### src/rtl/sigmoid_sequencer_pkg.sv
// Shared types and default sizes for the sigmoid activation stage and its neighbours.
package sigmoid_sequencer_pkg;

  localparam int unsigned DefWidth     = 8;
  localparam int unsigned DefDepthBits = 3;

  typedef enum logic [1:0] {
    StIdle,
    StIssue,
    StDrain,
    StDone
  } state_e;

endpackage

### src/rtl/sigmoid_sequencer_if.sv
// Control handshake plus RES/SIG read and A write ports of the sigmoid sequencer.
interface sigmoid_sequencer_if
  import sigmoid_sequencer_pkg::*;
#(
  parameter int unsigned Width     = DefWidth,
  parameter int unsigned DepthBits = DefDepthBits
);

  logic                 Start;
  logic [DepthBits:0]   len;
  logic                 Busy;
  logic                 Done;
  logic                 RES_read_en;
  logic [DepthBits-1:0] RES_read_address;
  logic [Width-1:0]     RES_read_data_out;
  logic                 SIG_read_en;
  logic [Width-1:0]     SIG_read_address;
  logic [Width-1:0]     SIG_read_data_out;
  logic                 A_write_en;
  logic [DepthBits-1:0] A_write_address;
  logic [Width-1:0]     A_write_data_in;

  modport slave (
    input  Start, len, RES_read_data_out, SIG_read_data_out,
    output Busy, Done, RES_read_en, RES_read_address, SIG_read_en, SIG_read_address,
           A_write_en, A_write_address, A_write_data_in
  );

  modport master (
    output Start, len, RES_read_data_out, SIG_read_data_out,
    input  Busy, Done, RES_read_en, RES_read_address, SIG_read_en, SIG_read_address,
           A_write_en, A_write_address, A_write_data_in
  );

endinterface

### src/rtl/sigmoid_pipe_stage.sv
// One pipeline slice: registers a valid bit and the element index alongside it.
module sigmoid_pipe_stage #(
  parameter int unsigned IndexW = 3
) (
  input  logic              clk,
  input  logic              aresetn,
  input  logic              valid,
  input  logic [IndexW-1:0] index,
  output logic              valid_dly,
  output logic [IndexW-1:0] index_dly
);

  always_ff @(posedge clk or negedge aresetn) begin
    if (!aresetn) begin
      valid_dly <= 1'b0;
      index_dly <= '0;
    end else begin
      valid_dly <= valid;
      index_dly <= index;
    end
  end

endmodule

### src/rtl/sigmoid_sequencer.sv
// Streams RES elements through the SIG lookup RAM into A, one element per clock.
module sigmoid_sequencer
  import sigmoid_sequencer_pkg::*;
#(
  parameter int unsigned width          = DefWidth,
  parameter int unsigned RES_depth_bits = DefDepthBits,
  parameter int unsigned A_depth_bits   = DefDepthBits,
  parameter int unsigned SIG_depth_bits = DefWidth
) (
  input logic                clk,
  input logic                aresetn,
  sigmoid_sequencer_if.slave bus
);

  // Counter is one bit wider than the address so a full-depth run cannot wrap early.
  localparam int unsigned CntW = A_depth_bits + 1;

  state_e                    state_q, state_d;
  logic [CntW-1:0]           cnt_q, cnt_d;
  logic [CntW-1:0]           len_q, len_d;
  logic                      res_en;
  logic [RES_depth_bits-1:0] res_addr;
  logic                      s1_valid, s2_valid;
  logic [A_depth_bits-1:0]   s1_index, s2_index;
  logic [SIG_depth_bits-1:0] sig_addr;
  logic [width-1:0]          a_data;

  always_ff @(posedge clk or negedge aresetn) begin
    if (!aresetn) begin
      state_q <= StIdle;
      cnt_q   <= '0;
      len_q   <= '0;
    end else begin
      state_q <= state_d;
      cnt_q   <= cnt_d;
      len_q   <= len_d;
    end
  end

  always_comb begin
    state_d = state_q;
    cnt_d   = cnt_q;
    len_d   = len_q;
    unique case (state_q)
      StIdle: begin
        if (bus.Start) begin
          len_d   = bus.len;
          cnt_d   = '0;
          state_d = (bus.len == '0) ? StDone : StIssue;
        end
      end
      StIssue: begin
        cnt_d = cnt_q + CntW'(1);
        if (cnt_q == len_q - CntW'(1)) state_d = StDrain;
      end
      // The last write is in flight once stage 1 is empty, so Done lands right after it.
      StDrain: if (!s1_valid) state_d = StDone;
      StDone:  state_d = StIdle;
      default: state_d = StIdle;
    endcase
  end

  always_comb begin
    res_en   = (state_q == StIssue);
    res_addr = res_en ? cnt_q[RES_depth_bits-1:0] : '0;
    sig_addr = s1_valid ? bus.RES_read_data_out : '0;
    a_data   = s2_valid ? bus.SIG_read_data_out : '0;

    bus.Busy             = (state_q != StIdle);
    bus.Done             = (state_q == StDone);
    bus.RES_read_en      = res_en;
    bus.RES_read_address = res_addr;
    bus.SIG_read_en      = s1_valid;
    bus.SIG_read_address = sig_addr;
    bus.A_write_en       = s2_valid;
    bus.A_write_address  = s2_index;
    bus.A_write_data_in  = a_data;
  end

  sigmoid_pipe_stage #(
    .IndexW(A_depth_bits)
  ) u_stage_sig (
    .clk      (clk),
    .aresetn  (aresetn),
    .valid    (res_en),
    .index    (res_addr),
    .valid_dly(s1_valid),
    .index_dly(s1_index)
  );

  sigmoid_pipe_stage #(
    .IndexW(A_depth_bits)
  ) u_stage_a (
    .clk      (clk),
    .aresetn  (aresetn),
    .valid    (s1_valid),
    .index    (s1_index),
    .valid_dly(s2_valid),
    .index_dly(s2_index)
  );

endmodule

### src/flat_wrapper.sv
// flat-port wrapper written by rule: the top's interface ports become plain ports
module sigmoid_sequencer_flat import sigmoid_sequencer_pkg::*;
#(
  parameter int unsigned width          = DefWidth,
  parameter int unsigned RES_depth_bits = DefDepthBits,
  parameter int unsigned A_depth_bits   = DefDepthBits,
  parameter int unsigned SIG_depth_bits = DefWidth
)
  (clk, aresetn, bus_Start, bus_len, bus_RES_read_data_out, bus_SIG_read_data_out, bus_Busy, bus_Done, bus_RES_read_en, bus_RES_read_address, bus_SIG_read_en, bus_SIG_read_address, bus_A_write_en, bus_A_write_address, bus_A_write_data_in);
  sigmoid_sequencer_if #(.Width(8), .DepthBits(3)) bus_i ();
  input logic clk;
  input logic aresetn;
  input wire logic [$bits(bus_i.Start)-1:0] bus_Start;
  input wire logic [$bits(bus_i.len)-1:0] bus_len;
  input wire logic [$bits(bus_i.RES_read_data_out)-1:0] bus_RES_read_data_out;
  input wire logic [$bits(bus_i.SIG_read_data_out)-1:0] bus_SIG_read_data_out;
  output wire logic [$bits(bus_i.Busy)-1:0] bus_Busy;
  output wire logic [$bits(bus_i.Done)-1:0] bus_Done;
  output wire logic [$bits(bus_i.RES_read_en)-1:0] bus_RES_read_en;
  output wire logic [$bits(bus_i.RES_read_address)-1:0] bus_RES_read_address;
  output wire logic [$bits(bus_i.SIG_read_en)-1:0] bus_SIG_read_en;
  output wire logic [$bits(bus_i.SIG_read_address)-1:0] bus_SIG_read_address;
  output wire logic [$bits(bus_i.A_write_en)-1:0] bus_A_write_en;
  output wire logic [$bits(bus_i.A_write_address)-1:0] bus_A_write_address;
  output wire logic [$bits(bus_i.A_write_data_in)-1:0] bus_A_write_data_in;
  assign bus_i.Start = bus_Start;
  assign bus_i.len = bus_len;
  assign bus_i.RES_read_data_out = bus_RES_read_data_out;
  assign bus_i.SIG_read_data_out = bus_SIG_read_data_out;
  assign bus_Busy = bus_i.Busy;
  assign bus_Done = bus_i.Done;
  assign bus_RES_read_en = bus_i.RES_read_en;
  assign bus_RES_read_address = bus_i.RES_read_address;
  assign bus_SIG_read_en = bus_i.SIG_read_en;
  assign bus_SIG_read_address = bus_i.SIG_read_address;
  assign bus_A_write_en = bus_i.A_write_en;
  assign bus_A_write_address = bus_i.A_write_address;
  assign bus_A_write_data_in = bus_i.A_write_data_in;
  sigmoid_sequencer #(.width(width), .RES_depth_bits(RES_depth_bits), .A_depth_bits(A_depth_bits), .SIG_depth_bits(SIG_depth_bits)) u_core (.clk(clk), .aresetn(aresetn), .bus(bus_i));
endmodule
### config.mk
export PLATFORM = sky130hd
export DESIGN_NAME = sigmoid_sequencer_flat
export DESIGN_NICKNAME = d
export VERILOG_FILES = /design/src/rtl/sigmoid_sequencer_pkg.sv /design/src/rtl/sigmoid_sequencer_if.sv /design/src/rtl/sigmoid_pipe_stage.sv /design/src/rtl/sigmoid_sequencer.sv /design/src/flat_wrapper.sv
export SDC_FILE = /design/constraint.sdc
export NUM_CORES = 1
export LEC_CHECK = 0
export ABC_CLOCK_PERIOD_IN_PS = 2300
export BUFFER_PORTS_ARGS = -buffer_cell sky130_fd_sc_hd__buf_2
export CORE_MARGIN = 2
export CORE_UTILIZATION = 44
export CTS_CLUSTER_SIZE = 25
export DETAILED_ROUTE_END_ITERATION = 10
export PLACE_DENSITY = 0.8
export SYNTH_ARGS = -nofsm -noshare
export SYNTH_HDL_FRONTEND = slang
export SYNTH_SLANG_ARGS = --single-unit
### constraint.sdc
create_clock -name clk -period 2.3 [get_ports clk]
set_clock_uncertainty 0.15 [all_clocks]
set_input_delay 0.115 -clock clk [delete_from_list [all_inputs] [get_ports clk]]
set_output_delay 0.115 -clock clk [all_outputs]
set_load 0.01 [all_outputs]
==> results.cfg <==
[status]
status = finished, final reports clean

[timing]
fmax_ghz = 0.530
final-hold-violation-count = 0
min_period_over_period = 0.820
slew_headroom = 0.711
worst_slack_ns = 0.414
worst_pin_slew_ns = 0.433
setup_viol = 0
rsz0062_at_grt = no
slew_viol_final = 0
setup_tns_ns = 0
fin_crit_ns = 1.89

[logic_synthesis]
ys_ff_latch = 18
synth-async-reset-ratio = 1.00
synthSimpleGateAreaFrac = 0.219
synthCells = 88
synth_top_family_by_area = simple AND/OR/NAND/NOR gates
synthMuxAreaShare = 0.0685
synth.top_cell.area_share = 0.474
synth_compound_area_frac = 0.0711
yosys_warnings = 0
yosys.area.top_type = dfrtp_1
synth.distinct_cells = 25
syn-cell-area_um2 = 950
netlist_top_cells_count = and2_1, dfrtp_1, ha_1, nor2_1, xnor2_1
synth_area_per_cell_um2 = 10.8
synth_fp_nets = 117
yosysSeqAreaShare = 0.474
synth_edf_count = 0
synth-xor-area-share = 0.0646
synthTopCellsByArea = dfrtp_1, and2_1, ha_1, xnor2_1, mux2_2
synth_most_common_cell = and2_1
synthFlopType = dfrtp_1
synth_fa_ha_area_frac = 0.0791

[cells_and_area]
fin_nets = 175
antennaDiodeCount = 0
final_util = 0.655
final_area_mm2 = 0.00131
syn_to_final_growth_pct = 38.1
drive_above_1_share = 0.407

[grt]
top_usage_layer = met2
antenna_found_initial = 0
grt_max_degree = 19
grt-ovfl-total = 0
use_met3 = 0.0595
grt_use_total = 0.189
grt_pass1_wl_um = 3590
grt_pass1_vias = 845
met2_usage = 0.360
met1_usage = 0.202

[clock_network]
htree_levels = 1
clock_sinks = 18
cts_tree = done
cts_root_buffer = clkbuf_4
cts_buffer_depth = 2
clk_pin_slew_ns = 0.10
clk_latency_ns = 0.29
post_cts_resized = 0
cts_buffers = 3

[power]
p_leak_nw = 0.705
clkPwrFrac = 0.119
comb_power_share = 0.523
ir_drop_v = 0.000829
power_density_mw_per_mm2 = 1220
p_int_w = 0.000948
sequentialPowerShare = 0.358
p_sw_frac = 0.410
p_sw_w = 0.000658

[worst_setup_path]
cp-start-kind = flop
crit_path_max_fanout = 13
critPathKind = reg -> out
end_kind = output port
arrival_ns = 1.62
cp.required_ns = 2.04

[detailed_routing]
dr_total_vias = 838
post_drt_wl_per_cell_um = 12.3
ant_nets = 0
first_pass_iters = 4
wirelength_um = 2120
dr.first_iter.drc_count = 9
route.detailed.drc = 0
viasPerCell = 4.87

[min_path]
min-delay-path-class = in -> reg

[die]
die_h_um = 50.5
dieWidth_um = 50.5
die_area_mm2 = 0.00255
io_pins = 50
start_util = 0.474
row_count = 16
core_area_mm2 = 0.00200

[place]
io_buffers = 49
dp_worst_setup_slack_ns = 0.452
dp_hpwl_um = 1660
placed_area_mm2 = 0.00122
gp_congestion = 0.821

[run]
maxCapViolCount = 0
[layout make-up]
cell class / instances / area [um2]
well taps: 27 / 33.8
fillers: 168 / 691
clock buffers: 4 / 36.3
flip-flops and latches: 18 / 450
inverters: 5 / 18.8
multi-input cells: 64 / 477
repair buffers: 54 / 295
[cell families (layout without fill, tap and decap cells)]
kind of cell,Yosys count,count (layout)
and+or+nand+nor,36,36
DFF,18,18
AOI/OAI and AO/OA,9,9
xor gates and xnor gates,7,7
adders and majority gates,6,6
muxes,6,6
buffers and inverters,6,63
[critical path, stage by stage, from the launching register on]
cell and delay [ns]:
dfrtp_1 0.41, inv_1 0.10, ha_1 0.43, and2_1 0.23, buf_2 0.14
[layout by cell type (no fill, tap or decap), drive strengths merged]
cell type	synthesis	final
nand2	2	2
o21ai	3	3
nand2b	1	1
clkbuf	1	4
o311ai	1	1
buf	0	49
nand3b	1	1
dfrtp	18	18
xor2	1	1
a32o	1	1
nand4	1	1
nor3	2	2
inv	5	5
or4	1	1
o41ai	1	1
and3	1	1
xnor2	6	6
and2	19	19
nand3	2	2
a211oi	1	1
ha	6	6
dlygate4sd3	0	5
mux2	4	4
mux2i	2	2
nor2	6	6
a21oi	2	2
[stage by stage]
stage | total power (W) | std cells | hold slack (ns)
6_report | 0.00161 | 172 | 0.0428
5_1_grt | 0.00175 | 172 | 0.101
4_1_cts | 0.00162 | 172 | 0.0360
3_5_place_dp | 0.00142 | 163 | -0.0907
3_3_place_gp | 0.00137 | 163 | -0.0980
2_1_floorplan | 0.00114 | 88 | -0.331
[power by group through the flow]
stage	Combinational [W]	Sequential (W)	Clock, W
finish	0.000840	0.000574	0.000192
global route	0.000934	0.000602	0.000211
CTS	0.000847	0.000575	0.000197
detailed placement	0.000835	0.000583	0
global placement	0.000800	0.000573	0
floorplan	0.000577	0.000565	0
[sequential cells by signal (all words and copies together) (netlist names)]
signal / count
u_core.u_stage_a.index_dly: 3
u_core.u_stage_a.valid_dly: 1
u_core.len_q: 4
u_core.u_stage_sig.index_dly: 3
u_core.cnt_q: 4
u_core.u_stage_sig.valid_dly: 1
u_core.state_q: 2
[path summary, 6_finish.rpt]
check	startpoint	end	slack [ns]	cells after the start
setup / recovery	u_core.state_q[1]	bus_RES_read_address[2]	0.41	4
hold / removal	bus_Start	u_core.cnt_q[0]	0.04	4
setup reg to reg	u_core.len_q[0]	u_core.state_q[0]	0.44	6
hold reg to reg	u_core.u_stage_sig.index_dly[0]	u_core.u_stage_a.index_dly[0]	0.21	0
max in group asynchronous	aresetn	u_core.cnt_q[1]	1.60	2
min in group asynchronous	aresetn	u_core.cnt_q[0]	0.11	2
[metal layers]
metal  vias to the layer above  wire length [um]  share of wire
met5                         -                 0              0
met4                         0                 8         0.0038
met3                         2               173          0.082
met2                        35              1100           0.52
met1                       388               838           0.39
li1                        413                 -              -
[timing repair]
item,CTS,global route
hold buffers,5,0
hold endpoints to repair,22,0
setup buffers,0,0
Note: power is estimated with default switching activity, not from simulation.
